$ cat src/rtl/seq_alu.sv
// Multi-cycle signed ALU (ADD/SUB/MUL/DIV) with valid/ready handshakes on both sides.
// Define SEQ_ALU_FAST_MUL_EN to make MUL a single-cycle combinational multiply.
module seq_alu #(
  parameter int unsigned WIDTH = 3
) (
  input  logic                 clk,
  input  logic                 rst_n,
  input  logic                 in_valid,
  output logic                 in_ready,
  input  logic [1:0]           S,
  input  logic [WIDTH-1:0]     A,
  input  logic [WIDTH-1:0]     B,
  output logic                 out_valid,
  input  logic                 out_ready,
  output logic [2*WIDTH-1:0]   R,
  output logic                 ZF,
  output logic                 SF,
  output logic                 DZF
);

  localparam int unsigned RW = 2 * WIDTH;
  localparam int unsigned CW = $clog2(WIDTH) + 1;

  localparam logic [1:0] OP_ADD = 2'b00;
  localparam logic [1:0] OP_DIV = 2'b01;
  localparam logic [1:0] OP_MUL = 2'b10;
  localparam logic [1:0] OP_SUB = 2'b11;

  typedef enum logic [1:0] {
    ST_IDLE = 2'd0,
    ST_CALC = 2'd1,
    ST_DONE = 2'd2
  } state_e;

  state_e          state_q, state_d;
  logic [1:0]      op_q, op_d;
  logic            neg_q, neg_d;
  logic [CW-1:0]   cnt_q, cnt_d;
  // x: multiplier bits / dividend shifting into quotient
  // y: shifted multiplicand / divisor; acc: product sum / partial remainder
  logic [WIDTH-1:0] x_q, x_d;
  logic [RW-1:0]   y_q, y_d;
  logic [RW-1:0]   acc_q, acc_d;
  logic [RW-1:0]   r_q, r_d;
  logic            zf_q, zf_d;
  logic            sf_q, sf_d;
  logic            dzf_q, dzf_d;
  logic            out_valid_q, out_valid_d;

  logic [RW-1:0]    a_ext, b_ext, res, mag, rem_sh;
  logic [WIDTH-1:0] a_mag, b_mag;
  logic             fin, dz;

  always_ff @(posedge clk or negedge rst_n) begin
    if (!rst_n) begin
      state_q     <= ST_IDLE;
      op_q        <= OP_ADD;
      neg_q       <= 1'b0;
      cnt_q       <= '0;
      x_q         <= '0;
      y_q         <= '0;
      acc_q       <= '0;
      r_q         <= '0;
      zf_q        <= 1'b0;
      sf_q        <= 1'b0;
      dzf_q       <= 1'b0;
      out_valid_q <= 1'b0;
    end else begin
      state_q     <= state_d;
      op_q        <= op_d;
      neg_q       <= neg_d;
      cnt_q       <= cnt_d;
      x_q         <= x_d;
      y_q         <= y_d;
      acc_q       <= acc_d;
      r_q         <= r_d;
      zf_q        <= zf_d;
      sf_q        <= sf_d;
      dzf_q       <= dzf_d;
      out_valid_q <= out_valid_d;
    end
  end

  always_comb begin
    state_d = state_q;
    op_d    = op_q;
    neg_d   = neg_q;
    cnt_d   = cnt_q;
    x_d     = x_q;
    y_d     = y_q;
    acc_d   = acc_q;
    r_d     = r_q;
    zf_d    = zf_q;
    sf_d    = sf_q;
    dzf_d   = dzf_q;
    res     = '0;
    mag     = '0;
    rem_sh  = '0;
    fin     = 1'b0;
    dz      = 1'b0;
    a_ext   = {{WIDTH{A[WIDTH-1]}}, A};
    b_ext   = {{WIDTH{B[WIDTH-1]}}, B};
    a_mag   = A[WIDTH-1] ? WIDTH'(WIDTH'(0) - A) : A;
    b_mag   = B[WIDTH-1] ? WIDTH'(WIDTH'(0) - B) : B;

    unique case (state_q)
      ST_IDLE: begin
        if (in_valid) begin
          op_d  = S;
          neg_d = A[WIDTH-1] ^ B[WIDTH-1];
          cnt_d = '0;
          acc_d = '0;
          unique case (S)
            OP_ADD: begin
              res = RW'(a_ext + b_ext);
              fin = 1'b1;
            end
            OP_SUB: begin
              res = RW'(a_ext - b_ext);
              fin = 1'b1;
            end
            OP_DIV: begin
              if (B == '0) begin
                dz  = 1'b1;
                fin = 1'b1;
              end else begin
                x_d     = a_mag;
                y_d     = RW'(b_mag);
                state_d = ST_CALC;
              end
            end
            OP_MUL: begin
`ifdef SEQ_ALU_FAST_MUL_EN
              res = RW'(a_ext * b_ext);
              fin = 1'b1;
`else
              x_d     = b_mag;
              y_d     = RW'(a_mag);
              state_d = ST_CALC;
`endif
            end
            default: ;
          endcase
        end
      end
      ST_CALC: begin
        cnt_d = CW'(cnt_q + CW'(1));
        if (op_q == OP_DIV) begin
          // one restoring step: shift next dividend bit into the remainder
          rem_sh = {acc_q[RW-2:0], x_q[WIDTH-1]};
          x_d    = {x_q[WIDTH-2:0], 1'b0};
          if (rem_sh >= y_q) begin
            acc_d = RW'(rem_sh - y_q);
            x_d[0] = 1'b1;
          end else begin
            acc_d = rem_sh;
          end
          mag = RW'(x_d);
        end else begin
          if (x_q[0]) acc_d = RW'(acc_q + y_q);
          y_d = {y_q[RW-2:0], 1'b0};
          x_d = {1'b0, x_q[WIDTH-1:1]};
          mag = acc_d;
        end
        if (cnt_q == CW'(WIDTH - 1)) begin
          res = neg_q ? RW'(RW'(0) - mag) : mag;
          fin = 1'b1;
        end
      end
      ST_DONE: begin
        if (out_ready) state_d = ST_IDLE;
      end
      default: state_d = ST_IDLE;
    endcase

    if (fin) begin
      state_d = ST_DONE;
      r_d     = res;
      zf_d    = (res == '0);
      sf_d    = res[RW-1];
      dzf_d   = dz;
    end
    out_valid_d = (state_d == ST_DONE);
  end

  assign in_ready  = (state_q == ST_IDLE);
  assign out_valid = out_valid_q;
  assign R         = r_q;
  assign ZF        = zf_q;
  assign SF        = sf_q;
  assign DZF       = dzf_q;

endmodule

$ cat config.mk
export PLATFORM = sky130hd
export DESIGN_NAME = seq_alu
export DESIGN_NICKNAME = d
export VERILOG_FILES = /design/src/rtl/seq_alu.sv
export SDC_FILE = /design/constraint.sdc
export NUM_CORES = 1
export LEC_CHECK = 0
export ABC_AREA = 1
export CORE_ASPECT_RATIO = 1.1
export CORE_MARGIN = 2
export CORE_UTILIZATION = 45
export CTS_BUF_LIST = sky130_fd_sc_hd__clkbuf_8 sky130_fd_sc_hd__clkbuf_16
export DETAILED_ROUTE_END_ITERATION = 7
export PLACE_DENSITY = 0.71
export SYNTH_ARGS = -nofsm -noshare
export SYNTH_HDL_FRONTEND = slang
export SYNTH_SLANG_ARGS = --single-unit
$ cat constraint.sdc
create_clock -name clk -period 4.4 [get_ports clk]
set_input_delay 0.88 -clock clk [delete_from_list [all_inputs] [get_ports clk]]
set_output_delay 0.88 -clock clk [all_outputs]
set_load 0.005 [all_outputs]
==> results of run 1 <==
==> worst max-delay path, delay by kind of cell <==
| kind | cells | cell delay, ns |
|---|---|---|
| buf+inv | 4 | 0.66 |
| simple gates | 8 | 0.63 |
| compound gates | 1 | 0.30 |
| fa+ha+maj | 2 | 0.73 |
==> cells in the mapped netlist <==
| library cell | number |
|---|---|
| o31ai_1 | 4 |
| nand4_4 | 1 |
| nand2_4 | 2 |
| o2111ai_1 | 2 |
| buf_2 | 1 |
| nor2_4 | 4 |
| nor2_2 | 2 |
| a21oi_4 | 1 |
| buf_6 | 1 |
| inv_1 | 48 |
| or2_0 | 1 |
| o211ai_1 | 10 |
| nand3_2 | 1 |
| o21ai_0 | 19 |
| fa_1 | 3 |
| xnor2_1 | 3 |
| or2_1 | 1 |
| clkbuf_1 | 3 |
| inv_4 | 1 |
| dfrtp_1 | 32 |
| o21ai_1 | 7 |
| or2_2 | 2 |
| buf_4 | 2 |
| inv_2 | 7 |
| a21oi_1 | 15 |
| nor2_1 | 20 |
| a21oi_2 | 1 |
| ha_1 | 24 |
| nand3_1 | 26 |
| nand2_1 | 95 |
| a31oi_1 | 7 |
| xor2_1 | 5 |
| a32o_1 | 1 |
| nand4_1 | 3 |
| nand2_2 | 4 |
| o22ai_1 | 5 |
==> registers in the layout (all words and copies together) (netlist names) <==
signal,flops
R,6
acc_q,6
y_q,6
cnt_q,3
x_q,3
op_q,2
state_q,2
DZF,1
ZF,1
neg_q,1
out_valid,1
==> worst min path at each step <==
stage | end | slack [ns] | cells after the start
detailed placement | R[2]$_DFFE_PN0P_ | 0.47 | 2
global placement | R[2]$_DFFE_PN0P_ | 0.46 | 2
finish | DZF$_DFFE_PN0P_ | 0.48 | 2
floorplan | R[2]$_DFFE_PN0P_ | 0.47 | 2
CTS | DZF$_DFFE_PN0P_ | 0.49 | 2
global route | DZF$_DFFE_PN0P_ | 0.51 | 2
==> final cells by class <==
| type | count | area (sq um) | area share, % |
|---|---|---|---|
| Multi-Input combinational cell | 269 | 1610 | 53.0 |
| Sequential cell | 32 | 801 | 26.4 |
| Timing Repair Buffer | 23 | 228 | 7.50 |
| Inverter | 56 | 213 | 7.00 |
| Tap cell | 77 | 96.3 | 3.17 |
| Clock buffer | 6 | 82.6 | 2.72 |
| Clock inverter | 2 | 7.51 | 0.247 |
==> power groups by stage <==
stage / sequential (uW) / clock (uW) / combinational, uW
finish: 536 / 232 / 1260
global route: 553 / 248 / 1450
CTS: 536 / 237 / 1270
detailed placement: 541 / 0 / 1260
global placement: 538 / 0 / 1220
floorplan: 503 / 0 / 953
==> metrics by stage <==
stage	hold WS [ns]	worst slack [ns]	std cells	util, %
after floorplan	0.473	1.76	364	-
after global placement	0.464	1.09	457	51.4
after detailed placement	0.469	1.06	457	51.4
after CTS	0.485	1.37	465	53.0
after global routing	0.511	1.17	465	53.0
final	0.479	1.38	465	53.0
==> per-layer routing <==
layer | vias to the layer above | routed length [microns] | share of wire (%)
li1 | 1250 | - | -
met1 | 1127 | 2850 | 46
met2 | 36 | 3050 | 49
met3 | 11 | 150 | 2.4
met4 | 0 | 132 | 2.1
met5 | - | 0 | 0
==> kinds of logic (layout without fill, tap and decap cells) <==
family | Yosys count | after routing | share of synthesized area (%)
and+or+nand+nor | 162 | 162 | 27.8
adders and majority gates | 27 | 27 | 13.5
xor gates and xnor gates | 8 | 8 | 2.63
buffers and inverters | 63 | 87 | 9.57
AOI/OAI and AO/OA | 72 | 72 | 16.4
DFF | 32 | 32 | 30.0
==> results.sh, run 1 <==
export IMPL_path_clk_slew_ns=0.06
export IMPL_clock_skew_ns=0.00394
export IMPL_rows=29
export IMPL_power_uw=2030
export IMPL_final_cell_mix="nand2_1 (95), inv_1 (50), dfrtp_1 (32)"
export IMPL_timing_rr_start="x_q[2]$_DFFE_PN0P_"
export IMPL_antenna_found_initial=0
export IMPL_rr_endpoint="ZF$_DFFE_PN0P_"
export IMPL_layout_cells_most_common="nand2_1"
export IMPL_synthTopCellsByArea="dfrtp_1 (30%), nand2_1 (13%), ha_1 (11%), inv_1 (6.8%), nand3_1 (4.9%)"
export IMPL_grt_use_met1_pct=26.5
export IMPL_end_kind="register"
export IMPL_cts_buffers=5
export IMPL_fillers=600
export IMPL_synth_fp_nets=403
export IMPL_max_slew_margin_pct=64.5
export IMPL_root_buffer="clkbuf_8"
export IMPL_crit_arrival_ns=3.20
export IMPL_switchingPower_uw=1000
export IMPL_ys_ff_latch=32
export IMPL_hold_class="register to register"
export IMPL_seq_area_frac_synth_pct=30.0
export IMPL_synth_top_area_share_pct=30.0
export IMPL_hpwlAfterDp_mm=4.90
export IMPL_power_density_nw_per_um2=668
export IMPL_postCtsSetupBuffers=0
export IMPL_critPathMaxStageDelay_ns=0.51
export IMPL_vias=2424
export IMPL_drc=0
export IMPL_grt_ovfl_total=0
export IMPL_syn_area_per_cell_sq_um=7.33
export IMPL_worst_setup_path_type="input pin to register"
export IMPL_use_met3_pct=2.90
export IMPL_drt_pass1_iterations=4
export IMPL_drt_wl_total_mm=6.18
export IMPL_htreeDepth=2
export IMPL_gp_congestion=0.880
export IMPL_cp_start_kind="input pin"
export IMPL_setup_tns_ns=0
export IMPL_grt_most_used_layer="met2"
export IMPL_port_buffer_count=22
export IMPL_grt_max_degree=33
export IMPL_slew_viol_final=0
export IMPL_reg2reg_depth=21
export IMPL_synth_area_sq_um=2670
export IMPL_setup_viol=0
export IMPL_cts_sinks=32
export IMPL_min_period_over_period_pct=68.6
export IMPL_antenna_cells=0
export IMPL_tritoncts="yes"
export IMPL_grt_pass1_vias=2451
export IMPL_die_w_microns=77.4
export IMPL_detail_route_antenna_nets=0
export IMPL_cp_max_fo=4
export IMPL_clockPowerShare_pct=11.4
export IMPL_met2_usage_pct=36.5
export IMPL_grt_util_all_layers_pct=21.0
export IMPL_yosys_cell_types_count=36
export IMPL_endpoint="ZF$_DFFE_PN0P_"
export IMPL_p_int_uw=1030
export IMPL_tightestPinTransition_ns=0.531
export IMPL_power_frac_comb_pct=62.1
export IMPL_synthCells=364
export IMPL_dr_first_iter_drc_count=143
export IMPL_die_y_microns=84.7
export IMPL_path_cells="clkdlybuf4s50_1 -> inv_1 -> ha_1 -> inv_1 -> o21ai_0 -> fa_1 -> or2_0 -> nand2_1 -> nor2_4 -> nand3_2 -> nor2_1 -> nand2_1 -> inv_1 -> nand4_1 -> nand2_1"
export IMPL_clock_latency_ns=0.29
export IMPL_cts_hold_buf=0
export IMPL_ir_worst_vdd_v=0.000337
export IMPL_drt_vias_per_instance=5.21
export IMPL_placed_area_sq_um=2950
export IMPL_synthToLayoutAreaGrowth_pct=13.9
export IMPL_coreArea_sq_um=5730
export IMPL_io_pin_count=23
export IMPL_synth_largest_area_cell="dfrtp_1"
export IMPL_drive_gt1_share_pct=8.51
export IMPL_r2r_setup_slack_ns=1.70
export IMPL_ctsResizeCount=0
export IMPL_crit_start="B[0]"
export IMPL_max_clock_freq_mhz=331
export IMPL_routedWlPerCell_microns=13.3
export IMPL_cpMaxStageDelayCell="clkdlybuf4s50_1"
export IMPL_fin_crit_ns=3.02
export IMPL_final_nets=426
export IMPL_seqPwrFrac_pct=26.4
export IMPL_die_area_sq_um=6560
export IMPL_max_cap_violations=0
export IMPL_fin_area_sq_um=3040
export IMPL_cts_path_max_buffers=2
export IMPL_synth_warnings=0
export IMPL_holdCritStartpoint="DZF$_DFFE_PN0P_"
export IMPL_grt_setup_unrepaired="false"
export IMPL_status="finished, final reports clean"
export IMPL_p_leak_uw=0.00151
export IMPL_cp_required_ns=4.58
export IMPL_grt_pass1_wl_mm=11.1
export IMPL_initial_core_util_pct=46.5
export IMPL_hold_viol_final=0
export IMPL_switching_share_pct=49.4
(Power assumes the default switching activity.)
==> run 2, diff against run 1 <==
- PLACE_DENSITY: 0.71 -> 0.73
- clock period: 4.4 -> 2.6 ns (I/O delays scaled with it)
==> results.sh, run 2 (same netlist as run 1, synthesis figures left out) <==
export IMPL_cp_required_ns=2.83
export IMPL_dp_slack_ns=-0.266
export IMPL_htreeDepth=2
export IMPL_drt_vias_per_instance=5.20
export IMPL_fillers=552
export IMPL_vias=2565
export IMPL_detail_route_antenna_nets=0
export IMPL_finalWorstSetupSlack_ns=0.0232
export IMPL_cpMaxStageDelayCell="fa_1"
export IMPL_hpwlAfterDp_mm=5.00
export IMPL_grt_pass1_vias=2544
export IMPL_crit_start="y_q[0]$_DFFE_PN0P_"
export IMPL_grt_pass1_wl_mm=11.2
export IMPL_cts_sinks=32
export IMPL_ir_worst_vdd_v=0.000621
export IMPL_timing_rr_start="y_q[0]$_DFFE_PN0P_"
export IMPL_path_clk_slew_ns=0.07
export IMPL_crit_arrival_ns=2.80
export IMPL_critPathMaxStageDelay_ns=0.58
export IMPL_fin_crit_ns=2.58
export IMPL_max_cap_violations=0
export IMPL_grt_util_all_layers_pct=21.1
export IMPL_port_buffer_count=22
export IMPL_tritoncts="yes"
export IMPL_die_w_microns=77.4
export IMPL_final_cell_mix="nand2_1 (90), inv_1 (47), dfrtp_1 (32)"
export IMPL_hold_viol_final=0
export IMPL_drc=0
export IMPL_antenna_found_initial=0
export IMPL_worst_setup_path_type="register to register"
export IMPL_root_buffer="clkbuf_8"
export IMPL_final_nets=454
export IMPL_tightestPinTransition_ns=0.458
export IMPL_antenna_cells=0
export IMPL_hold_class="register to register"
export IMPL_initial_core_util_pct=46.5
export IMPL_holdCritStartpoint="R[2]$_DFFE_PN0P_"
export IMPL_slew_viol_final=0
export IMPL_clock_skew_ns=0.00696
export IMPL_die_area_sq_um=6560
export IMPL_cp_num_buf_inv=1
export IMPL_path_delay_family="adder cells"
export IMPL_drive_gt1_share_pct=18.0
export IMPL_cp_max_fo=3
export IMPL_io_pin_count=23
export IMPL_placed_area_sq_um=3110
export IMPL_setup_viol=0
export IMPL_die_y_microns=84.7
export IMPL_cp_start_kind="register"
export IMPL_coreArea_sq_um=5730
export IMPL_status="finished, final reports clean"
export IMPL_fin_area_sq_um=3330
export IMPL_routedWlPerCell_microns=13.6
export IMPL_drt_pass1_iterations=4
export IMPL_grt_setup_unrepaired="true"
export IMPL_path_cells="ha_4 -> fa_1 -> nand2_2 -> nand3_2 -> nand2_2 -> ha_4 -> nor2_4 -> nor2_1 -> nand2_1 -> nand2_2 -> nor2_4 -> nand3_2 -> nor2_1 -> nand2_1 -> inv_1 -> nand4_1 -> nand2_1"
export IMPL_drt_wl_total_mm=6.71
export IMPL_grt_ovfl_total=0
export IMPL_synthToLayoutAreaGrowth_pct=24.9
export IMPL_end_kind="register"
export IMPL_layout_cells_most_common="nand2_1"
export IMPL_rows=29
export IMPL_cts_buffers=5
export IMPL_p_leak_uw=0.00167
export IMPL_gp_congestion=0.888
export IMPL_min_period_over_period_pct=99.1
export IMPL_grt_max_degree=33
export IMPL_power_density_nw_per_um2=1190
export IMPL_dr_first_iter_drc_count=127
export IMPL_max_clock_freq_mhz=388
export IMPL_cts_path_max_buffers=2
export IMPL_clock_latency_ns=0.29
export IMPL_max_slew_margin_pct=69.2
-- run 2: cell count changes in the layout (fill, tap and decap cells not counted), sizes merged --
cell / previous run / this run
buf: 1 / 29
dlymetal6s2s: 0 / 2
clkinv: 0 / 1
clkbuf: 6 / 5
inv: 58 / 57
clkdlybuf4s50: 22 / 20
bufinv: 0 / 1
-- run 2: timing repair --
action,in CTS,in global routing
hold buffers,0,0
pin swaps,0,18
resized for setup,0,20
setup buffers,1,6
gates cloned,0,0
setup endpoints to repair,1,5
-- run 2: path summary, 6_finish.rpt --
kind                                 endpoint  slack [ns]  cells past startpoint
setup / recovery               ZF$_DFFE_PN0P_        0.02                     17
hold / removal               R[2]$_DFFE_PN0P_        0.48                      2
setup reg to reg               ZF$_DFFE_PN0P_        0.02                     17
hold reg to reg              R[2]$_DFFE_PN0P_        0.48                      2
max in group asynchronous  y_q[2]$_DFFE_PN0P_        1.65                      2
min in group asynchronous    R[2]$_DFFE_PN0P_        0.64                      2
-- run 2: power by group --
part | internal [uW] | switching, uW
registers | 693 | 210
logic | 1100 | 1470
clock network | 280 | 192
-- run 2: layer usage --
metal  track usage [%]  part of all wire, %
met5                 0                    0
met4              8.28                  1.4
met3              3.87                  3.8
met2              37.1                   52
met1              25.4                   43
-- run 2: worst register-to-register path, cell delays in order, from the launching register on --
cell	delay, ns
dfrtp_1	0.44
ha_4	0.20
fa_1	0.58
nand2_2	0.08
nand3_2	0.10
nand2_2	0.09
ha_4	0.23
nor2_4	0.07
nor2_1	0.04
nand2_1	0.08
nand2_2	0.06
nor2_4	0.11
nand3_2	0.06
nor2_1	0.10
nand2_1	0.06
inv_1	0.06
nand4_1	0.08
nand2_1	0.07
-- run 2: layout make-up --
class / count / area [sq um] / area share, %
clock inverter: 3 / 38.8 / 1.16
timing repair buffer: 51 / 443 / 13.3
sequential: 32 / 801 / 24.0
inverter: 56 / 213 / 6.39
clock buffer: 5 / 68.8 / 2.07
multi-input combinational: 269 / 1670 / 50.2
tap: 77 / 96.3 / 2.89
-- run 2: stage by stage --
stage | TNS (ns) | std cells | total power, uW | utilization [%] | hold WS, ns
2_1_floorplan | 0 | 364 | 2460 | - | 0.224
3_3_place_gp | -0.749 | 478 | 3120 | 54.2 | 0.466
3_5_place_dp | -1.08 | 478 | 3150 | 54.2 | 0.472
4_1_cts | 0 | 487 | 3660 | 56.2 | 0.492
5_1_grt | -0.138 | 493 | 4280 | 58.1 | 0.514
6_report | 0 | 493 | 3950 | 58.1 | 0.484
